File: src/rtl/binary_to_bcd_seq.sv
// binary_to_bcd_seq
//
// Sequential binary-to-BCD converter using shift-and-add-3 (double dabble).
// One DATA_W-bit unsigned value is converted per transaction, one bit per
// clock. The result appears DATA_W cycles after the accepting edge. If the
// value needs more than DIGITS decimal digits, the result saturates to all
// nines and out_ovf is raised.
//
// Ports:
//   sys_clk      rising-edge clock
//   sys_rst_n    synchronous active-low reset
//   in_valid     in_data holds a value to convert
//   in_ready     converter is idle and will accept in_data
//   in_data      unsigned binary value (DATA_W bits)
//   out_valid    out_bcd / out_ndigits / out_ovf hold a finished result
//   out_ready    downstream takes the result
//   out_bcd      packed BCD, digit 0 (units) in bits [3:0]
//   out_ndigits  count of significant digits, 1..DIGITS
//   out_ovf      value did not fit in DIGITS digits
module binary_to_bcd_seq #(
    parameter int DATA_W = 16,
    parameter int DIGITS = 5
) (
    input  logic                           sys_clk,
    input  logic                           sys_rst_n,
    input  logic                           in_valid,
    output logic                           in_ready,
    input  logic [DATA_W-1:0]              in_data,
    output logic                           out_valid,
    input  logic                           out_ready,
    output logic [4*DIGITS-1:0]            out_bcd,
    output logic [$clog2(DIGITS+1)-1:0]    out_ndigits,
    output logic                           out_ovf
);

    localparam int BCD_W = 4 * DIGITS;
    localparam int SR_W  = BCD_W + DATA_W;
    localparam int CNT_W = $clog2(DATA_W + 1);
    localparam int NDW   = $clog2(DIGITS + 1);

    typedef enum logic [1:0] {
        IDLE = 2'd0,
        CONV = 2'd1,
        DONE = 2'd2
    } state_t;

    state_t            state_q;
    state_t            state_d;
    logic [SR_W-1:0]   sr_q;        // {BCD field, binary field}
    logic [CNT_W-1:0]  cnt_q;
    logic              ovf_q;       // sticky: a 1 has left the top of the BCD field

    logic [BCD_W-1:0]  bcd_adj;
    logic [SR_W-1:0]   sr_shift;
    logic [BCD_W-1:0]  bcd_next;
    logic              ovf_next;
    logic              last_iter;

    // Add 3 to every digit above 4 so the following shift carries correctly.
    function automatic logic [BCD_W-1:0] add3(input logic [BCD_W-1:0] b);
        logic [BCD_W-1:0] r;
        r = b;
        for (int i = 0; i < DIGITS; i++) begin
            if (b[4*i +: 4] > 4'd4)
                r[4*i +: 4] = b[4*i +: 4] + 4'd3;
        end
        return r;
    endfunction

    // Saturated result: every digit 9.
    function automatic logic [BCD_W-1:0] sat_bcd();
        logic [BCD_W-1:0] r;
        r = '0;
        for (int i = 0; i < DIGITS; i++)
            r[4*i +: 4] = 4'd9;
        return r;
    endfunction

    // Index of the highest nonzero digit plus one; zero still counts as one digit.
    function automatic logic [NDW-1:0] count_digits(input logic [BCD_W-1:0] b);
        logic [NDW-1:0] r;
        r = NDW'(1);
        for (int i = 0; i < DIGITS; i++) begin
            if (b[4*i +: 4] != 4'd0)
                r = NDW'(i + 1);
        end
        return r;
    endfunction

    // One double-dabble iteration; the BCD MSB drops off the top of the shift.
    assign bcd_adj   = add3(sr_q[SR_W-1 -: BCD_W]);
    assign sr_shift  = {bcd_adj, sr_q[DATA_W-1:0]} << 1;
    assign bcd_next  = sr_shift[SR_W-1 -: BCD_W];
    assign ovf_next  = ovf_q | bcd_adj[BCD_W-1];
    assign last_iter = (cnt_q == CNT_W'(1));

    assign in_ready  = (state_q == IDLE);
    assign out_valid = (state_q == DONE);

    always_ff @(posedge sys_clk) begin
        if (!sys_rst_n)
            state_q <= IDLE;
        else
            state_q <= state_d;
    end

    always_comb begin
        state_d = state_q;
        case (state_q)
            IDLE:    if (in_valid)  state_d = CONV;
            CONV:    if (last_iter) state_d = DONE;
            DONE:    if (out_ready) state_d = IDLE;
            default: state_d = IDLE;
        endcase
    end

    always_ff @(posedge sys_clk) begin
        if (!sys_rst_n) begin
            sr_q        <= '0;
            cnt_q       <= '0;
            ovf_q       <= 1'b0;
            out_bcd     <= '0;
            out_ndigits <= NDW'(1);
            out_ovf     <= 1'b0;
        end else begin
            case (state_q)
                IDLE: begin
                    if (in_valid) begin
                        sr_q  <= {{BCD_W{1'b0}}, in_data};
                        cnt_q <= CNT_W'(DATA_W);
                        ovf_q <= 1'b0;
                    end
                end
                CONV: begin
                    sr_q  <= sr_shift;
                    cnt_q <= cnt_q - CNT_W'(1);
                    ovf_q <= ovf_next;
                    // Result is registered on the final iteration edge.
                    if (last_iter) begin
                        if (ovf_next) begin
                            out_bcd     <= sat_bcd();
                            out_ndigits <= NDW'(DIGITS);
                            out_ovf     <= 1'b1;
                        end else begin
                            out_bcd     <= bcd_next;
                            out_ndigits <= count_digits(bcd_next);
                            out_ovf     <= 1'b0;
                        end
                    end
                end
                default: ;
            endcase
        end
    end

endmodule

File: config.mk
export PLATFORM = sky130hd
export DESIGN_NAME = binary_to_bcd_seq
export DESIGN_NICKNAME = d
export VERILOG_FILES = /design/src/rtl/binary_to_bcd_seq.sv
export SDC_FILE = /design/constraint.sdc
export NUM_CORES = 1
export LEC_CHECK = 0
export BUFFER_PORTS_ARGS = -buffer_cell sky130_fd_sc_hd__clkbuf_2
export CAP_MARGIN = 10
export CORE_MARGIN = 10
export CORE_UTILIZATION = 49
export DETAILED_ROUTE_END_ITERATION = 8
export PLACE_DENSITY = 0.69
export REMOVE_ABC_BUFFERS = 1
export SYNTH_ARGS = -nofsm -noshare
export SYNTH_HDL_FRONTEND = slang
export SYNTH_SLANG_ARGS = --single-unit
File: constraint.sdc
create_clock -name sys_clk -period 2.55 [get_ports sys_clk]
set_input_delay 0.3825 -clock sys_clk [delete_from_list [all_inputs] [get_ports sys_clk]]
set_output_delay 0.3825 -clock sys_clk [all_outputs]
set_load 0.01 [all_outputs]
-- Word-level counts from Yosys, hierarchy flattened
Index checks and enable logic that the tools add are counted.
- flip-flop bits (word level): 68
- input bits: 20
- output and inout bits: 26
- logic and storage cells: 56
- add/sub/neg operators: 6
- order comparisons: 5
- eq/ne operators: 6
- multiplexer cells: 22
- bitwise gates (word level): 1
- reduce and logical (&&, ||, !) cells: 9
- operator list (cell ; count):
    $pmux W36 S2 ; 1
    $mux W36 ; 1
    $add A4 B2 Y4 const B ; 5
    $gt A4 B3 Y1 const B ; 5
    $mux W20 ; 1
    $mux W4 ; 5
    $reduce_bool A4 Y1 ; 4
    $mux W3 ; 4
    $pmux W5 S2 ; 1
    $mux W2 ; 4
    $pmux W2 S3 ; 1
    $eq A5 B1 Y1 const B ; 1
    $mux W5 ; 1
    $sub A5 B1 Y5 const B ; 1
    $ne A2 B2 Y1 const B ; 2
    $reduce_and A2 Y1 ; 2
    $reduce_and A3 Y1 ; 1
    $eq A2 B1 Y1 const B ; 1
    $eq A2 B2 Y1 const B ; 1
    $logic_not A2 Y1 ; 1
    $mux W1 ; 2
    $ne A2 B1 Y1 const B ; 1
    $pmux W1 S2 ; 1
    $reduce_bool A2 Y1 ; 1
    $or A1 B1 Y1 ; 1

-- Longest topological paths before layout
Gate-level depths: netlist of run 1.
- depth in word-level cells: 8
- mapped depth: 8
- mapped depth without buffers: 7

-- Worst setup path after synthesis of run 1
No wires, ideal clock.
- path type: reg2reg
- start: reg sr_q[32]
- end: reg out_ndigits[1]
- setup time: 87 ps
- arrival time: 1742 ps
- required time: 2463 ps
- path slack: 721 ps
- cell stages (with the launch flop): 8
- path buffers: 0
- period minus slack after synthesis: 1829 ps
- path through: dfxtp_1 > inv_1 > ha_1 > nor2b_4 > or4_4 > a2111oi_4 > nand3_2 > o31ai_1
- longest elaborated chain between the ends: 5
- elaborated cells between the ends (all ways): 7
- classes of those cells: add/sub (1); order compare (1); mux (3); bitwise (1); reduce/logical (1)
- RTL lines (what ; RTL line ; source):
    start, declared ; 49 ; logic [SR_W-1:0] sr_q;
    start signal, assigned ; 129 ; sr_q <= {{BCD_W{1'b0}}, in_data};
    start signal, assigned ; 135 ; sr_q <= sr_shift;
    $add A4 B2 Y4 / $gt A4 B3 Y1 (equally long branches) ; 65, 64 ;
    $mux W4 (*) ; 64 ; if (b[4*i +: 4] > 4'd4)
    $reduce_bool A4 Y1 ; 84 ; if (b[4*i +: 4] != 4'd0)
    $mux W3 ; 84 ;
    $mux W3 (*) ; 140 ; if (ovf_next) begin
    end signal, assigned ; 142 ; out_ndigits <= NDW'(DIGITS);
    end signal, assigned ; 146 ; out_ndigits <= count_digits(bcd_next);
    end, declared ; 32 ; output logic [$clog2(DIGITS+1)-1:0] out_ndigits,
Every way passes the cells marked *; elsewhere a longest branch is shown, timed or not.
A chain may end at the register's enable or synchronous reset.

-- Worst setup path in the final report of run 1
Same ends and word-level chain as after synthesis.

==> results of run 1 <==
sequential cells by signal, summed over array words and instances (netlist names):
| register | count |
|---|---|
| ovf_q | 1 |
| state_q | 2 |
| cnt_q | 5 |
| out_ndigits | 3 |
| out_bcd | 20 |
| out_ovf | 1 |
| sr_q | 36 |
layer usage:
metal | GRT usage (%) | share of wire [%] | wire (µm)
met5 | 0 | 0 | 0
met4 | 4.473 | 1.1 | 90
met3 | 5.266 | 5.5 | 436
met2 | 23.81 | 46 | 3635
met1 | 17.33 | 47 | 3702
per-stage QoR:
stage / util, % / setup TNS, ns
final: 58.14 / 0
after global routing: 58.14 / 0
after CTS: 58.14 / 0
after detailed placement: 55.46 / 0
after global placement: 55.46 / 0
after floorplan: - / -0.4717
logic make-up (layout without fill, tap and decap cells):
| group | count (synthesis) | in the layout |
|---|---|---|
| simple gates | 172 | 172 |
| fa+ha+maj | 11 | 11 |
| flops | 68 | 68 |
| compound gates | 121 | 121 |
| mux | 10 | 10 |
| buf+inv | 45 | 85 |
| xor+xnor | 5 | 5 |
area by class of cell:
type,count,area share (%)
well taps,96,3.008
clock buffers,13,3.728
flip-flops and latches,68,34.09
clock inverters,2,0.8772
repair buffers,56,8.020
multi-input cells,319,48.97
inverters,14,1.316
cell usage in the layout, fill, tap and decap left out, drive strengths merged, types with 2 or more instances in the layout:
cell,instances
buf,11
mux2i,8
o21a,3
nor4,2
nor3b,4
nor2,78
a31oi,5
nor3,7
a21oi,25
a21boi,13
dfxtp,68
and2,4
or3b,2
o211ai,2
ha,11
mux2,2
inv,14
o211a,3
nand2,22
o221ai,15
clkbuf,58
o22ai,3
xnor2,5
nand2b,3
nand3,15
o2111ai,2
o21ai,23
nor4b,2
nor2b,30
a22oi,18
a21o,2
critical path, stage by stage (launching register included):
cell and delay, ns:
dfxtp_1 0.37, inv_1 0.10, ha_1 0.24, nor2b_4 0.06
or4_4 0.42, a2111oi_4 0.34, nand3_2 0.12, o31ai_1 0.22
power by group through the flow:
| stage | Combinational, W | Clock, W | Sequential (W) |
|---|---|---|---|
| floorplan | 0.000153 | 0 | 0.00117 |
| global placement | 0.000258 | 0 | 0.00117 |
| detailed placement | 0.000263 | 0 | 0.00117 |
| CTS | 0.000264 | 0.000875 | 0.00114 |
| global route | 0.000298 | 0.000919 | 0.00115 |
| finish | 0.000261 | 0.000859 | 0.00114 |
how the worst max path moves through the flow:
stage                           from        endpoint  slack, ns  depth (start not counted)
after floorplan           state_q[0]  out_ndigits[1]      -0.11                          4
after global placement      sr_q[32]  out_ndigits[1]       0.65                          7
after detailed placement    sr_q[32]  out_ndigits[1]       0.61                          7
after CTS                   sr_q[32]  out_ndigits[1]       0.59                          7
after global routing        sr_q[32]  out_ndigits[1]       0.46                          7
final                       sr_q[32]  out_ndigits[1]       0.58                          7
==> summary.txt, run 1 <==
Power and ir drop
  • Clk pwr share: 37.9%
  • Internal: 0.001690 W
  • Pwr Total: 0.002264 W
  • P per Cell Area: around 570 mW/mm²
  • Net Switching: around 0.00057 W
  • P_leak: 1.634 nW
  • Switching part of the total power: roughly a quarter
  • Peak VDD IR: 0.0003541 V
  • Sequential Power Share: 50.5%
  • Combinational fraction of design power: approximately 12%

Detailed routing
  • Post-DR vias/cell: 5.424
  • DRC Markers: 0
  • Antenna Violating Nets Remaining: 0
  • Via count: slightly above 3k
  • Pre-antenna DRT Iters: 4
  • Total Wirelength: 7.865 mm
  • Iteration-0 DRC Markers: 123
  • Wirelength per Cell: roughly 14 µm

Place
  • Hpwl dp: about 5.3 mm
  • Placed Instances: approximately 550
  • GPL Wtd Cong: about 0.81
  • Placed inst area: 0.003810 mm²
  • I/O Buffers: 45
  • Dpl ws: ~0.61 ns

Layout
  • Finished Layout Cells: between 500 and 600
  • Area of the multi-input gates: 0.001956 mm²
  • FILL cells: 635
  • Diodes inserted: 0
  • Area grow syn2layout: 14.37%
  • Share of cells above drive strength 1: 16.53%
  • Nets: 499
  • Post-route cell area: 0.003994 mm²
  • Reg area: 0.001361 mm²

Yosys
  • Seq/Total Area, Yosys: approximately two fifths
  • Fraction of synthesized cell area in xor and xnor cells: 1.254%
  • Post-Syn Instances: ~430
  • Number of flops mapped to enable cells by yosys: 0
  • Area leader, netlist: dfxtp_1
  • Cell Area, Synth: ~0.0035 mm²
  • Share of the synthesized area in the top cell type: 38.98%
  • Mux cell area share after synthesis: 2.938%
  • Synth Flop Type: dfxtp_1
  • Dominant combinational cell family by area after synthesis: simple AND/OR/NAND/NOR gates
  • Most common cell in the netlist: nor2_1
  • Number of synthesized register bits: 68
  • Library cells used by synthesis: 47
  • Synth top cells by count: nor2_1 (78), dfxtp_1 (68), nor2b_1 (29), a21oi_1 (25), clkbuf_1 (24)
  • Simple-gate share of the synthesized area: 23.97%
  • Asr flop ratio synth: 0%
  • Synth top area cells: dfxtp_1 (39%), nor2_1 (8.4%), nor2b_1 (5.2%)
  • Compound-Gate Fraction of Synth Area: about a quarter
  • Adder-cell share of the synthesized area: 3.941%
  • Number of synthesis warnings: 0
  • Mean area per synthesized cell: 8.084 µm²

Die
  • FP Rows: 30
  • Chip Height: 104.4 µm
  • I/O pin count: 46
  • Overall die area: 0.01090 mm²
  • Core Footprint: 0.006869 mm²
  • Starting Density: 50.84%
  • Die X: 104.4 µm

STA
  • Post-route minimum period: 1.966 ns
  • Final setup fails: 0
  • Setup ws final: 0.5838 ns
  • Final hold viol count: 0
  • Worst-Margin Slew: 0.7177 ns
  • Slew margin rel.: 52.04%
  • Fin crit share: around 77%
  • Max frequency: 508.6 MHz
  • Max Slew Vio Count: 0
  • Hold WS: roughly 0.37 ns
  • Skew final: 0.008268 ns
  • RSZ-0062 raised after global routing: no

GRT
  • Largest net degree at the start of global routing: 48
  • Grt total ovfl: 0
  • First-pass GRT wire length: around 14 mm
  • Vias in the first global route: 2892
  • GRT Overall Usage: 14.57%
  • Antenna violations before repair: 0

Clock network
  • Setup Fix Bufs, Post-CTS: 0
  • TritonCTS buffer count: 9
  • CTS clock-pin slew for the worst setup and hold paths: roughly 0.07 ns
  • Post_cts resized: 0
  • Root buf cell: clkbuf_8
  • Worst-Skew Late Latency: 0.34 ns
  • CTS tree: yes
  • Clock Tree Buf Depth: 2
  • # H-tree levels: 3
  • CTS sink cnt: 68
  • Quantity of hold-fixing buffers added after cts: 0

Worst hold path
  • Worst Hold End: state_q[1]
  • Worst hold start: out_ready
  • Hold path cells: 3
  • HP Class: input port to flip-flop

Critical path
  • Arr. time, crit path: about 2.2 ns
  • Kind of critical path: flip-flop to flip-flop
  • Reg2Reg Capture Point: out_ndigits[1]
  • Startpoint Class: flip-flop
  • Beginning of the worst register-to-register path: sr_q[32]
  • Worst reg2reg setup slack: just under 0.6 ns
  • R2R depth: 7
  • Worst Path Required: 2.81 ns
  • Crit end category: flip-flop
  • CP Max Fanout: 6

Job
  • Max Cap Violations: 0

Outcome
  • Status: finished, final reports clean
Note: power is estimated with default switching activity, not from simulation.
==> run 2, diff against run 1 <==
- PLACE_DENSITY: 0.69 -> 0.72
- clock period: 2.55 -> 1.7 ns (I/O delays scaled with it)
==> run 2 against run 1 <==
- the run now ends with setup timing left
- register-to-register slack got worse by 0.67 ns
- power rose by 46%
- routed wire length rose by 8.5%
- non-clock buffer count rose by 24
- first-iteration DRC count rose by 35%
- combinational power rose by 61%
- worst hold slack got worse by 0.13 ns
- clock power rose by 36%
- sequential power rose by 51%
- largest power group unchanged
- highest routed layer unchanged
==> summary.txt, run 2 (same netlist as run 1, synthesis figures left out) <==
Outcome
  • Status: finished with violations
  • Failing checks: setup timing

Clock network
  • # H-tree levels: 3 (unchanged)
  • TritonCTS buffer count: 9 (unchanged)
  • Worst-Skew Late Latency: 0.34 ns (about the same)
  • CTS sink cnt: 68 (unchanged)
  • Root buf cell: clkbuf_8
  • Clock Tree Buf Depth: 2 (unchanged)
  • CTS tree: yes
  • CTS clock-pin slew for the worst setup and hold paths: 0.07 ns (about the same)
  • Quantity of hold-fixing buffers added after cts: 0 (unchanged)

Power and ir drop
  • Sequential Power Share: 52.0% (+1.5 points)
  • Peak VDD IR: 0.0004469 V (+26%)
  • P per Cell Area: 770.2 mW/mm² (+36%)
  • Combinational fraction of design power: 12.7% (+1.2 points)
  • Internal: 0.002442 W (+44%)
  • Switching part of the total power: 26.23% (+0.86 points)
  • Net Switching: 0.0008682 W (+51%)
  • Clk pwr share: 35.3% (-2.6 points)
  • Pwr Total: 0.003310 W (+46%)
  • P_leak: 1.784 nW (+9.2%)

Detailed routing
  • Via count: 3235 (+5.0%)
  • DRC Markers: 0 (unchanged)
  • Post-DR vias/cell: 5.455 (+0.57%)
  • Antenna Violating Nets Remaining: 0 (unchanged)
  • Total Wirelength: 8.530 mm (+8.5%)
  • Iteration-0 DRC Markers: 166 (+35%)
  • Pre-antenna DRT Iters: 4 (unchanged)
  • Wirelength per Cell: 14.38 µm (+3.9%)

Layout
  • Post-route cell area: 0.004298 mm² (+7.6%)
  • Finished Layout Cells: 593 (+4.4%)
  • Largest register by flop count: sr_q
  • Area of the multi-input gates: 0.002085 mm² (+6.6%)
  • Share of cells above drive strength 1: 25.35% (+8.8 points)
  • Diodes inserted: 0 (unchanged)
  • Area grow syn2layout: 23.07%
  • Most frequent cells in the layout: nor2_1 (78), dfxtp_1 (66), clkbuf_2 (45)
  • Largest registers: sr_q x36, out_bcd x20, cnt_q x5
  • Max reg flops: 36 (unchanged)
  • Nets: 524 (+5.0%)
  • Reg area: 0.001364 mm² (+0.18%)
  • FILL cells: 624 (-1.7%)
  • Commonest non-fill, non-tap cell in the layout: nor2_1

Die
  • Overall die area: 0.01090 mm² (unchanged)
  • FP Rows: 30 (unchanged)
  • Starting Density: 50.84% (unchanged)
  • Core Footprint: 0.006869 mm² (unchanged)
  • I/O pin count: 46 (unchanged)
  • Chip Height: 104.4 µm (unchanged)
  • Die X: 104.4 µm (unchanged)

STA
  • Setup ws final: -0.08490 ns (-0.6687 ns)
  • Hold WS: 0.2373 ns (-0.1306 ns)
  • Setup_tns: -0.1598 ns (-0.1598 ns)
  • Fin crit share: 105.0% (+28 points)
  • Max Slew Vio Count: 0 (unchanged)
  • Worst-Margin Slew: 0.4196 ns (-0.2981 ns)
  • Skew final: 0.006853 ns (-0.001414 ns)
  • Post-route minimum period: 1.785 ns (-0.1813 ns)
  • Final hold viol count: 0 (unchanged)
  • Slew margin rel.: 71.92% (+20 points)
  • RSZ-0062 raised after global routing: yes
  • Max frequency: 560.3 MHz (+10%)
  • Final setup fails: 2 (+2)

Critical path
  • CP Max Fanout: 2 (-4)
  • Kind of critical path: flip-flop to flip-flop
  • CP peak stage delay: 0.43 ns (about the same)
  • Worst reg2reg setup slack: -0.08 ns (-0.67 ns)
  • CP max-delay cell: or4_4
  • Worst Path Required: 1.94 ns (-0.87 ns)
  • Startpoint Class: flip-flop
  • Critical path, cell by cell: inv_2 > ha_4 > nor2b_4 > or4_4 > a2111oi_4 > nand3_2 > o22a_1
  • Arr. time, crit path: 2.02 ns (-0.20 ns)
  • Crit end category: flip-flop

GRT
  • GRT Overall Usage: 15.17% (+0.59 points)
  • Vias in the first global route: 3157 (+9.2%)
  • Grt total ovfl: 0 (unchanged)
  • Largest net degree at the start of global routing: 70 (+46%)
  • Antenna violations before repair: 0 (unchanged)
  • First-pass GRT wire length: 14.25 mm (+4.8%)

Worst hold path
  • HP Class: input port to flip-flop

Place
  • Placed inst area: 0.003983 mm² (+4.5%)
  • GPL Wtd Cong: 0.8566 (+5.7%)
  • I/O Buffers: 45 (unchanged)
  • Hpwl dp: 5.793 mm (+8.5%)
  • Placed Instances: 576 (+4.2%)

Job
  • Max Cap Violations: 0 (unchanged)
## run 2: what timing repair did
item | 4_1_cts | 5_1_grt
pin swaps | 5 | 6
cloned | 1 | 0
endpoints found under the setup margin | 17 | 26
hold endpoints to repair | 0 | 0
gates resized for setup | 11 | 24
buffers inserted | 2 | 0
## run 2: final cells by class
cell class | count | area share, %
timing repair buffer | 80 | 11.82
clock inverter | 2 | 0.2329
inverter | 14 | 1.223
clock buffer | 13 | 3.697
sequential | 68 | 31.73
tap | 96 | 2.795
multi-input combinational | 320 | 48.50
## run 2: through the flow
stage          utilization, %  setup slack [ns]
2_1_floorplan               -           -0.9590
6_report                62.57          -0.08490
5_1_grt                 62.57           -0.1546
4_1_cts                 61.42           -0.1086
3_3_place_gp            57.98           -0.1155
3_5_place_dp            57.98           -0.1391
## run 2: metal layers
metal,vias to the layer above,wire length (µm),global-route usage [%],part of all wire [%]
met5,-,0,0,0
met4,0,81,3.777,0.95
met3,9,577,5.824,6.8
met2,89,4215,26.45,49
met1,1493,3655,16.80,43
li1,1644,-,-,-
## run 2: path summary, 6_finish.rpt
check | from | depth (start not counted) | end
setup / recovery | sr_q[33] | 7 | out_ndigits[0]
hold / removal | out_ready | 3 | state_q[1]
setup reg to reg | sr_q[33] | 7 | out_ndigits[0]
hold reg to reg | out_bcd[14] | 2 | out_bcd[14]
## run 2: power groups by stage
stage               Combinational, W  Clock (W)  Sequential (W)
floorplan                   0.000229          0         0.00176
global placement            0.000399          0         0.00175
detailed placement          0.000410          0         0.00175
CTS                         0.000411    0.00119         0.00172
global route                0.000470    0.00126         0.00173
finish                      0.000420    0.00117         0.00172
## run 2: critical path: cells and delay by family (launching register included)
kind	cells	cell delay (ns)
and+or+nand+nor	3	0.60
AOI/OAI and AO/OA	2	0.52
buffers and inverters	1	0.08
adders and majority gates	1	0.16
DFF	1	0.33
